### src/rtl/cfg_pkg.sv
// Shared types and widths for the configuration scan loader.
package cfg_pkg;

  localparam int CFG_BYTE_W = 8;
  localparam int MISMATCH_W = 16;

  typedef enum logic [1:0] {
    IDLE  = 2'd0,
    FETCH = 2'd1,
    SHIFT = 2'd2,
    DONE  = 2'd3
  } state_e;

endpackage

### src/rtl/cfg_scan_loader_if.sv
// Host byte handshake between the configuration source and the scan loader.
interface cfg_scan_loader_if;
  import cfg_pkg::*;

  logic [CFG_BYTE_W-1:0] cfg_data;
  logic                  cfg_valid;
  logic                  cfg_ready;

  modport master (output cfg_data, output cfg_valid, input cfg_ready);
  modport slave  (input cfg_data, input cfg_valid, output cfg_ready);

endinterface

### src/rtl/cfg_scan_loader.sv
// Serialises host configuration bytes LSB-first into the fabric connection
// scan chain. A verify pass re-sends the same stream and compares the bit
// falling out of the chain tail against the bit being inserted.
module cfg_scan_loader
  import cfg_pkg::*;
#(
  parameter int CHAIN_LEN = 1024,
  parameter int CNT_W     = $clog2(CHAIN_LEN + 1)
) (
  input  logic                  scan_clk,
  input  logic                  rst,
  input  logic                  start,
  input  logic                  verify,
  cfg_scan_loader_if.slave      cfg_bus,
  output logic                  conn_scan_en,
  output logic                  conn_scan_in,
  input  logic                  conn_scan_out,
  output logic                  busy,
  output logic                  done,
  output logic                  err,
  output logic [MISMATCH_W-1:0] mismatch_cnt
);

  state_e                  state_q, state_d;
  logic                    mode_q, mode_d;
  logic [CNT_W-1:0]        bits_left_q, bits_left_d;
  logic [3:0]              byte_bits_q, byte_bits_d;
  logic [CFG_BYTE_W-1:0]   shreg_q, shreg_d;
  logic [MISMATCH_W-1:0]   mism_q, mism_d;
  logic                    err_q, err_d;

  function automatic logic [MISMATCH_W-1:0] sat_inc(input logic [MISMATCH_W-1:0] v);
    return (v == {MISMATCH_W{1'b1}}) ? v : v + 1'b1;
  endfunction

  // Last byte of the stream may be partial: clip the per-byte count to what
  // remains of the chain so the unused high bits never reach the chain.
  function automatic logic [3:0] clip_byte_bits(input logic [CNT_W-1:0] left);
    if (32'(left) < CFG_BYTE_W) return 4'(left);
    return 4'(CFG_BYTE_W);
  endfunction

  // Outputs decode directly from registers; nothing combinational from cfg_valid.
  assign cfg_bus.cfg_ready = (state_q == FETCH);
  assign conn_scan_en      = (state_q == SHIFT);
  assign conn_scan_in      = shreg_q[0];
  assign busy              = (state_q == FETCH) || (state_q == SHIFT);
  assign done              = (state_q == DONE);
  assign err               = err_q;
  assign mismatch_cnt      = mism_q;

  // Next-state and datapath update for the load/verify sequencer.
  always_comb begin
    state_d     = state_q;
    mode_d      = mode_q;
    bits_left_d = bits_left_q;
    byte_bits_d = byte_bits_q;
    shreg_d     = shreg_q;
    mism_d      = mism_q;
    err_d       = err_q;

    case (state_q)
      IDLE: begin
        if (start) begin
          mode_d      = verify;
          bits_left_d = CNT_W'(CHAIN_LEN);
          if (verify) begin
            mism_d = '0;
            err_d  = 1'b0;
          end
          state_d = FETCH;
        end
      end

      FETCH: begin
        if (cfg_bus.cfg_valid) begin
          shreg_d     = cfg_bus.cfg_data;
          byte_bits_d = clip_byte_bits(bits_left_q);
          state_d     = SHIFT;
        end
      end

      SHIFT: begin
        shreg_d     = {1'b0, shreg_q[CFG_BYTE_W-1:1]};
        bits_left_d = bits_left_q - 1'b1;
        byte_bits_d = byte_bits_q - 1'b1;
        // Tail bit before this shift was inserted at the same position last pass.
        if (mode_q && (conn_scan_out != shreg_q[0])) begin
          mism_d = sat_inc(mism_q);
        end
        if (bits_left_q == CNT_W'(1)) begin
          state_d = DONE;
        end else if (byte_bits_q == 4'd1) begin
          state_d = FETCH;
        end
      end

      DONE: begin
        if (mode_q) begin
          err_d = (mism_q != '0);
        end
        state_d = IDLE;
      end

      default: state_d = IDLE;
    endcase
  end

  // State and datapath registers; reset aborts any pass in progress.
  always_ff @(posedge scan_clk) begin
    if (rst) begin
      state_q     <= IDLE;
      mode_q      <= 1'b0;
      bits_left_q <= '0;
      byte_bits_q <= '0;
      shreg_q     <= '0;
      mism_q      <= '0;
      err_q       <= 1'b0;
    end else begin
      state_q     <= state_d;
      mode_q      <= mode_d;
      bits_left_q <= bits_left_d;
      byte_bits_q <= byte_bits_d;
      shreg_q     <= shreg_d;
      mism_q      <= mism_d;
      err_q       <= err_d;
    end
  end

endmodule
### src/flat_wrapper.sv
// flat-port wrapper written by rule: the top's interface ports become plain ports
module cfg_scan_loader_flat import cfg_pkg::*;
#(
  parameter int CHAIN_LEN = 1024,
  parameter int CNT_W     = $clog2(CHAIN_LEN + 1)
)
  (scan_clk, rst, start, verify, conn_scan_en, conn_scan_in, conn_scan_out, busy, done, err, mismatch_cnt, cfg_bus_cfg_data, cfg_bus_cfg_valid, cfg_bus_cfg_ready);
  cfg_scan_loader_if cfg_bus_i ();
  input  logic scan_clk;
  input  logic rst;
  input  logic start;
  input  logic verify;
  output logic conn_scan_en;
  output logic conn_scan_in;
  input  logic conn_scan_out;
  output logic busy;
  output logic done;
  output logic err;
  output logic [MISMATCH_W-1:0] mismatch_cnt;
  input wire logic [$bits(cfg_bus_i.cfg_data)-1:0] cfg_bus_cfg_data;
  input wire logic [$bits(cfg_bus_i.cfg_valid)-1:0] cfg_bus_cfg_valid;
  output wire logic [$bits(cfg_bus_i.cfg_ready)-1:0] cfg_bus_cfg_ready;
  assign cfg_bus_i.cfg_data = cfg_bus_cfg_data;
  assign cfg_bus_i.cfg_valid = cfg_bus_cfg_valid;
  assign cfg_bus_cfg_ready = cfg_bus_i.cfg_ready;
  cfg_scan_loader #(.CHAIN_LEN(CHAIN_LEN), .CNT_W(CNT_W)) u_core (.scan_clk(scan_clk), .rst(rst), .start(start), .verify(verify), .cfg_bus(cfg_bus_i), .conn_scan_en(conn_scan_en), .conn_scan_in(conn_scan_in), .conn_scan_out(conn_scan_out), .busy(busy), .done(done), .err(err), .mismatch_cnt(mismatch_cnt));
endmodule
### config.mk
export PLATFORM = sky130hd
export DESIGN_NAME = cfg_scan_loader_flat
export DESIGN_NICKNAME = d
export VERILOG_FILES = /design/src/rtl/cfg_pkg.sv /design/src/rtl/cfg_scan_loader_if.sv /design/src/rtl/cfg_scan_loader.sv /design/src/flat_wrapper.sv
export SDC_FILE = /design/constraint.sdc
export NUM_CORES = 1
export LEC_CHECK = 0
export BUFFER_PORTS_ARGS = -buffer_cell sky130_fd_sc_hd__buf_2
export CAP_MARGIN = 20
export CORE_AREA = 2 2 110 70
export DETAILED_ROUTE_END_ITERATION = 7
export DIE_AREA = 0 0 112 72
export GPL_TIMING_DRIVEN = 1
export HOLD_SLACK_MARGIN = 0.08
export PLACE_DENSITY_LB_ADDON = 0.1
export SLEW_MARGIN = 15
export SYNTH_ARGS = -nofsm -noshare
export SYNTH_HDL_FRONTEND = slang
export SYNTH_SLANG_ARGS = --single-unit
export TNS_END_PERCENT = 10
### constraint.sdc
create_clock -name scan_clk -period 5.8 [get_ports scan_clk]
set_input_delay 0.58 -clock scan_clk [delete_from_list [all_inputs] [get_ports scan_clk]]
set_output_delay 0.58 -clock scan_clk [all_outputs]
set_load 0.05 [all_outputs]
==> flow_summary_export.csv <==
group,metric,value,unit
power,ir_drop,0.186,mV
synthesis,yosysWarningCount,0,
synthesis,synth_area,0.00240,sq mm
clocking,cts_setup_buffers,0,
clocking,cts-root-buf,"clkbuf_16",
clocking,cts.path.max_buffers,2,
synthesis,synth-async-reset-ratio,0,%
clocking,numCtsBuffers,5,
clocking,cts.sinks,43,
timing,slew_headroom,49.8,%
timing,worst_slew_pin_slew,753,ps
clocking,cts.htree.levels,2,
die,rows,24,
grt,grt_pass1_vias,2055,
placed_design,placedCellCount,404,
timing,layout_setup_ws,3280,ps
die,core_area,0.00703,sq mm
setup_path,criticalPathCategory,"reg -> reg",
grt,overflow,0,
route,first_pass_iters,4,
die,die_y,72,um
synthesis,syn_inst,292,
finish,antenna_cells,0,
finish,area_delta_synth_final,15.5,%
timing,whs,460,ps
die,die-area,0.00806,sq mm
synthesis,synth.avg_cell_area,8.22,sq um
synthesis,ys.flop_type,"dfxtp_1",
route,finalWirelength,6280,um
setup_path,cp_max_fo,29,
run_status,outcome,"finished clean",
worst_hold_path,worst_hold_path_type,"reg -> reg",
power,finalPower,1.21,mW
clocking,cts.clk_slew.worst_paths,60,ps
route,postRouteAntennaNets,0,
setup_path,timing.rr.end,"u_core.bits_left_q[9]",
timing,skew,5.79,ps
route,routedWlPerCell,15.2,um
clocking,cts_resized,0,
timing,slew_viol_final,0,
timing,layout_min_cycle_time,2520,ps
synthesis,ys_seq_area_share,35.9,%
synthesis,synth_edf_count,0,
route,drt_iter0_drc,161,
finish,final_area,0.00277,sq mm
setup_path,reg2reg_depth,8,
clocking,holdBufCountCts,0,
clocking,cts_tree,"done",
setup_path,cp-end-kind,"flip-flop",
timing,rsz0062_at_grt,"no",
route,drcViolationCount,0,
placed_design,hpwl,4530,um
finish,drive_gt1_share,16.2,%
die,chipWidth,112,um
synthesis,ys_ff_latch,43,
timing,post-route-period-util,43.5,%
timing,fmax,397,MHz
setup_path,startpoint,"u_core.state_q[0]",
placed_design,placed_cell_area,0.00264,sq mm
setup_path,reg2reg_from,"u_core.state_q[0]",
die,start_util,34.2,%
setup_path,worstPathArrival,2690,ps
power,p_leak,1.04,nW
setup_path,r2r_slack,3280,ps
clocking,clk_latency,280,ps
run,max-cap-violations,0,
timing,finalHoldViolations,0,
setup_path,critPathLaunchType,"flip-flop",
placed_design,pre_cts_ws,3250,ps
die,io_pins,36,
route,vias_per_cell,5.43,
timing,tns,0,ps
placed_design,place_congestion,0.806,
setup_path,worst-endpoint-required,5960,ps
grt,grt_max_degree,38,
finish,layout.nets,345,
setup_path,cp-endpoint,"u_core.bits_left_q[9]",
placed_design,portBuffers,35,
synthesis,ys_types,45,
worst_hold_path,hp-start,"u_core.shreg_q[7]",
route,vias,2239,
finish,finish.utilization,39.5,%
grt,grt_pass1_wl,10600,um
power,powerDensity,435,mW/mm^2
timing,setup_violations,0,
synthesis,syn_nets,317,
grt,antenna_found_initial,0,
finish,layoutNonFillerInstCount,412,
grt,grt_util_all_layers,16.5,%
## cell usage in the layout, fill, tap and decap left out, drive strengths merged, types with 2 or more instances in the layout
cell type  instances
a211oi            11
nand2b             5
nor2              37
ha                11
a41o               2
o21a               3
a31oi              7
dfxtp             43
a311oi             7
nor4b              3
a41oi              5
inv               11
mux2i              9
a21oi             22
nand2             21
xor2               4
clkbuf             7
or3                3
nand4              8
buf               37
o21ai             16
xnor2              4
nor4               6
nor3               8
nand3             18
a22oi              2
and3               2
## power breakdown
group | internal [mW] | leakage (nW) | switching, mW
Clock | 0.159 | 0.0679 | 0.114
Sequential | 0.363 | 0.350 | 0.0608
Combinational | 0.186 | 0.619 | 0.326
Total | 0.707 | 1.04 | 0.500
## Yosys cell counts (2+ instances only)
| master | count | share of area, % |
|---|---|---|
| buf_2 | 7 | 1.5 |
| mux2i_1 | 9 | 3.8 |
| a21oi_1 | 22 | 4.6 |
| a211oi_1 | 11 | 3.4 |
| nor4_1 | 4 | 1.0 |
| o21ai_0 | 8 | 1.7 |
| nand3_1 | 17 | 3.5 |
| a31oi_1 | 7 | 1.8 |
| dfxtp_1 | 43 | 36 |
| ha_1 | 11 | 5.7 |
| nand4_2 | 2 | 1.0 |
| nand2b_1 | 5 | 1.3 |
| xnor2_1 | 4 | 1.5 |
| clkbuf_1 | 8 | 1.3 |
| a311oi_1 | 6 | 2.2 |
| xor2_1 | 4 | 1.5 |
| o21a_1 | 3 | 0.94 |
| inv_1 | 11 | 1.7 |
| a41o_1 | 2 | 0.83 |
| nor3_1 | 8 | 1.7 |
| nand4_1 | 6 | 1.6 |
| nand2_1 | 21 | 3.3 |
| nor4b_1 | 2 | 0.73 |
| or3_1 | 3 | 0.78 |
| a41oi_1 | 5 | 1.8 |
| a22oi_1 | 2 | 0.63 |
| o21ai_1 | 8 | 1.7 |
| nor2_1 | 36 | 5.6 |
## flip-flops by register name, summed over array words and instances (netlist names)
name,cells
u_core.bits_left_q,11
u_core.byte_bits_q,4
u_core.err,1
u_core.mismatch_cnt,16
u_core.mode_q,1
u_core.shreg_q,8
u_core.state_q,2
## routing by layer
metal	vias up	track usage, %	share of wire, %
li1	1133	-	-
met1	1025	25.9	56
met2	76	21.0	35
met3	5	5.43	7.5
met4	0	4.07	0.75
met5	-	0	0
## worst min-delay path by stage
stage	endpoint	slack (ps)	depth (start not counted)
2_1_floorplan	u_core.shreg_q[7]	430	2
3_3_place_gp	u_core.shreg_q[7]	450	2
3_5_place_dp	u_core.shreg_q[7]	460	2
4_1_cts	u_core.shreg_q[7]	460	2
5_1_grt	u_core.shreg_q[7]	480	2
6_report	u_core.shreg_q[7]	460	2
## logic make-up (layout without fill, tap and decap cells)
group,count (synthesis),after routing,share of synthesized area [%]
XOR/XNOR,8,8,2.92
adder cells (fa/ha/maj),11,11,5.73
AND/OR/NAND/NOR,115,115,25.5
flip-flops,43,43,35.9
buffers and inverters,27,56,4.59
AO/OA/AOI/OAI,79,79,21.6
multiplexers,9,9,3.75
## final cells by class
cell class / count / area, sq um
Clock inverter: 1 / 5.00
Tap cell: 91 / 114
Multi-Input combinational cell: 222 / 1430
Inverter: 11 / 41.3
Sequential cell: 43 / 861
Fill cell: 737 / 4250
Clock buffer: 7 / 133
Timing Repair Buffer: 37 / 190
## critical path, stage by stage, from the launching register on
cell and delay (ps):
dfxtp_1 350, inv_1 110, ha_1 340, buf_4 400, mux2i_1 260, or3_1 470, nor3b_1 270, xnor2_1 150
nor2_1 50
Power figures use the tool's default switching activity.
